<file path="src/rtl/morse_decoder.sv">
`default_nettype none
// ============================================================================
// Module      : morse_decoder
// Description : Receiver for a ticked Morse light stream. Mark lengths are
//               classified as dot or dash, a long space ends the letter,
//               and the element sequence is decoded to the 3-bit code A-H.
// Ports       : Clock        - system clock
//               Reset        - synchronous, active-high reset
//               tick         - one-cycle sample enable per half-second period
//               mc_in        - Morse light, 1 = mark, 0 = space
//               letter       - decoded letter code (0=A .. 7=H)
//               letter_valid - one-cycle pulse, letter/err valid in that cycle
//               err          - last letter malformed or not in the table
//               busy         - a letter is in progress
// Revision    : 1.0 - initial release
// ============================================================================
module morse_decoder #(
  parameter int GAP_TICKS  = 3,  // consecutive low samples ending a letter (2..7)
  parameter int DASH_TICKS = 3   // longest legal mark length in ticks
) (
  input  logic       Clock,
  input  logic       Reset,
  input  logic       tick,
  input  logic       mc_in,
  output logic [2:0] letter,
  output logic       letter_valid,
  output logic       err,
  output logic       busy
);

  typedef enum logic [1:0] {
    IDLE  = 2'd0,
    MARK  = 2'd1,
    SPACE = 2'd2
  } state_t;

  // The space counter starts at 1 on the first low sample, so the letter
  // ends when the counter already holds GAP_TICKS-1 and another low arrives.
  localparam logic [2:0] GAP_LAST = 3'(GAP_TICKS - 1);
  localparam logic [2:0] DASH_MAX = 3'(DASH_TICKS);

  state_t     state;
  logic [2:0] cnt;      // saturating run length of the current mark/space
  logic [2:0] n;        // number of elements captured so far
  logic [3:0] pattern;  // bit i = element i, 1 = dash
  logic       bad;      // sticky malformed-letter flag

  logic       match;
  logic [2:0] code;

  // Unwritten pattern bits stay 0, so the full 4-bit pattern is compared.
  always_comb begin
    match = 1'b1;
    code  = 3'd0;
    case ({n, pattern})
      {3'd2, 4'b0010}: code = 3'd0;  // A .-
      {3'd4, 4'b0001}: code = 3'd1;  // B -...
      {3'd4, 4'b0101}: code = 3'd2;  // C -.-.
      {3'd3, 4'b0001}: code = 3'd3;  // D -..
      {3'd1, 4'b0000}: code = 3'd4;  // E .
      {3'd4, 4'b0100}: code = 3'd5;  // F ..-.
      {3'd3, 4'b0011}: code = 3'd6;  // G --.
      {3'd4, 4'b0000}: code = 3'd7;  // H ....
      default:         match = 1'b0;
    endcase
  end

  assign busy = (state != IDLE);

  always_ff @(posedge Clock) begin
    if (Reset) begin
      state        <= IDLE;
      cnt          <= 3'd0;
      n            <= 3'd0;
      pattern      <= 4'd0;
      bad          <= 1'b0;
      letter       <= 3'd0;
      letter_valid <= 1'b0;
      err          <= 1'b0;
    end else begin
      letter_valid <= 1'b0;
      if (tick) begin
        case (state)
          IDLE: begin
            if (mc_in) begin
              cnt     <= 3'd1;
              n       <= 3'd0;
              pattern <= 4'd0;
              bad     <= 1'b0;
              state   <= MARK;
            end
          end

          MARK: begin
            if (mc_in) begin
              if (cnt != 3'd7) cnt <= cnt + 3'd1;
            end else begin
              // A saturated mark is always longer than DASH_MAX, so it
              // can never wrap back into a dot.
              if (cnt > DASH_MAX || n == 3'd4) bad <= 1'b1;
              if (n != 3'd4) begin
                pattern[n[1:0]] <= (cnt != 3'd1);
                n               <= n + 3'd1;
              end
              cnt   <= 3'd1;
              state <= SPACE;
            end
          end

          SPACE: begin
            if (mc_in) begin
              cnt   <= 3'd1;
              state <= MARK;
            end else if (cnt == GAP_LAST) begin
              letter_valid <= 1'b1;
              if (match && !bad) begin
                letter <= code;
                err    <= 1'b0;
              end else begin
                letter <= 3'd0;
                err    <= 1'b1;
              end
              cnt   <= 3'd0;
              state <= IDLE;
            end else begin
              cnt <= cnt + 3'd1;
            end
          end

          default: state <= IDLE;
        endcase
      end
    end
  end

endmodule
`default_nettype wire

</file>
<file path="config.mk">
export PLATFORM = sky130hd
export DESIGN_NAME = morse_decoder
export DESIGN_NICKNAME = d
export VERILOG_FILES = /design/src/rtl/morse_decoder.sv
export SDC_FILE = /design/constraint.sdc
export NUM_CORES = 1
export LEC_CHECK = 0
export BUFFER_PORTS_ARGS = -buffer_cell sky130_fd_sc_hd__buf_2
export CAP_MARGIN = 20
export CORE_ASPECT_RATIO = 0.75
export CORE_UTILIZATION = 35
export CTS_BUF_LIST = sky130_fd_sc_hd__clkbuf_8
export CTS_CLUSTER_SIZE = 25
export DETAILED_ROUTE_END_ITERATION = 16
export PLACE_DENSITY = 0.59
export SETUP_SLACK_MARGIN = 0.5
export SLEW_MARGIN = 20
export SYNTH_ARGS = -nofsm -noshare
export SYNTH_HDL_FRONTEND = slang
export SYNTH_SLANG_ARGS = --single-unit
</file>
<file path="constraint.sdc">
create_clock -name Clock -period 3.4 [get_ports Clock]
set_input_delay 0.17 -clock Clock [delete_from_list [all_inputs] [get_ports Clock]]
set_output_delay 0.17 -clock Clock [all_outputs]
set_load 0.03 [all_outputs]
</file>
==> run summary <==
status = finished, final reports clean
most frequent cells in the layout = dfxtp_1 (18), a21oi_1 (15), ha_1 (14), inv_1 (13), nand2_1 (12)
Die ar. = 3650 um^2
crit-path max FO = 9
Nets = 172
critical-path cell list = inv_1 > ha_1 > inv_2 > or4_1 > or4_1 > a21oi_1
Hold WS = 0.303 ns
Synth Area in Compound Gates = 0.192
GRT Overall Usage = 0.163
crit-path max cell delay = 0.63 ns
Total Routed Length = 2510 um
Die Span X = 69.5 um
clk_skew = 0.00202 ns
max-slew violation count = 0
setup repair bufs after CTS = 0
vias in the first global route = 960
die height = 52.6 um
DP Wirelength = 1950 um
LEAKAGE = 0.524 nW
crit path launch = state[0]
global-route wire length before repair = 4570 um
# rows = 17
GR Util met2 = 0.230
post-cts sizing count = 0
starting density of the core = 0.387
Post-Syn Instances = 147
Clk pin slew, worst setup/hold paths = 0.07 ns
top_reg_cell synth = dfxtp_1
max_slew headroom = 0.567
Num CTS Buffers = 3
YS warnings = 0
Startpoint Class = flip-flop
clock buffer depth = 2
Simple-Gate Fraction of Synth Area = 0.260
post-synthesis sequential area ratio = 0.302
vias = 1025
HP Class = primary input to flip-flop
ys async rst share = 0
final worst-path cycle share = 0.645
initial antenna violation count = 0
grt ovf = 0
main combinational cell family by area after synthesis = simple AND/OR/NAND/NOR gates
final setup TNS = 0 ns
Syn Nets = 165
Critical Path AT = 2.38 ns
CTS Sinks = 18
CP top delay family = simple AND/OR/NAND/NOR gates
Setup WS post-layout = 1.21 ns
clock root cell = clkbuf_8
Crit Path Class = flip-flop to flip-flop
RSZ-0062 raised after global routing = no
Fmax achieved = 0.456 GHz
syn_area_per_cell = 8.13 um^2
GRT met3 Usage = 0.0462
Hold Buf Count CTS = 0
Avg WL per Cell = 13.2 um
EDFF count, synth = 0
area grow syn2layout = 10.1%
Hold Vio Cnt, Final = 0
CP bufs+invs = 2
Worst Min Path Start = Reset
clk_lat worst skew = 0.25 ns
initial drt markers = 77
number of port buffers = 9
minimum clock period = 2.19 ns
Worst VDD drop = 0.152 mV
Design Area, Final = 1320 um^2
CTS HTree Levels = 1
xor and xnor area share after synthesis = 0
worst reg2reg path startpoint = state[0]
Yosys cell types = 39
ANT nets after route = 0
worst path required time = 3.59 ns
number of I/O pins = 10
power per cell area = 346 nW/um^2
met1 Use GR = 0.234
DRT Pass-1 Iters = 5
most common cell after layout, fill and taps aside = dfxtp_1
largest net degree at the start of global routing = 19
Crit. End Element = flip-flop
TritonCTS clock tree = done
Most common cell on crit path = or4_1
Most Crowded Layer GR = met1
share of cells above drive strength 1 = 0.118
ANT cells = 0
Synth Area in Adders = 0.147
Slowest-stage cell, CP = or4_1
vias per inst = 5.37
final setup fails = 0
pre-CTS WS = 1.23 ns
Yosys reg bits = 18
number of remaining DRC errors = 0
Synth Cell Area = 1190 um^2
DP Area = 1260 um^2
maxcap violations = 0
routability cong. = 0.816
worst-margin pin slew = 0.649 ns
mux cell area share after synthesis = 0.0335
core area = 3080 um^2
[path summary, 6_finish.rpt]
check | endpoint | slack (ns) | cells past startpoint
hold / removal | letter_valid | 0.30 | 2
setup / recovery | letter[0] | 1.21 | 6
setup reg to reg | letter[0] | 1.21 | 6
hold reg to reg | letter[2] | 0.45 | 2
[final cells by class]
| class | count | area [um^2] |
|---|---|---|
| Fill cell | 319 | 1770 |
| Multi-Input combinational cell | 108 | 754 |
| Sequential cell | 18 | 360 |
| Clock buffer | 4 | 55.1 |
| Inverter | 14 | 52.6 |
| Tap cell | 38 | 47.5 |
| Timing Repair Buffer | 9 | 45.0 |
[kinds of logic after synthesis]
group | after synthesis
compound gates | 36
simple gates | 54
fa+ha+maj | 14
buf+inv | 21
mux | 4
flops | 18
[per-stage QoR]
stage / power [mW] / utilization / cells
after floorplan: 0.272 / - / 147
after global placement: 0.286 / 0.409 / 187
after detailed placement: 0.287 / 0.409 / 187
after CTS: 0.465 / 0.426 / 191
after global routing: 0.486 / 0.426 / 191
final: 0.456 / 0.426 / 191
[sequential cells by signal, summed over array words and instances (netlist names)]
signal,count
state,2
n,3
cnt,3
err,1
bad,1
letter_valid,1
pattern,4
letter,3
[per-layer routing]
layer  wire length (um)  vias up
li1                   -      539
met1               1380      459
met2                978       25
met3                137        2
met4                 14        0
met5                  0        -
[power by group]
| part | internal (mW) | switching (mW) |
|---|---|---|
| combinational | 0.0229 | 0.0388 |
| clock | 0.103 | 0.0707 |
| sequential | 0.215 | 0.00562 |
| total | 0.341 | 0.115 |
[cell usage after synthesis (2+ instances only)]
cell	number	area, um^2
a21oi_1	15	75.1
a211oi_1	2	15.0
nand4_1	3	18.8
nand2b_1	2	12.5
nand4b_1	3	26.3
nand2_1	12	45.0
dfxtp_1	18	360
nor2b_1	3	18.8
clkbuf_1	6	22.5
o211ai_1	2	15.0
nand3_1	2	10.0
mux2i_1	4	40.0
o21a_1	2	15.0
inv_1	13	48.8
nand3b_1	5	37.5
nor2_1	8	30.0
o31ai_1	4	30.0
nor3b_1	2	15.0
ha_1	14	175
or4_1	3	22.5
nor3_1	4	20.0
o21ai_0	3	15.0
Power figures use the tool's default switching activity.
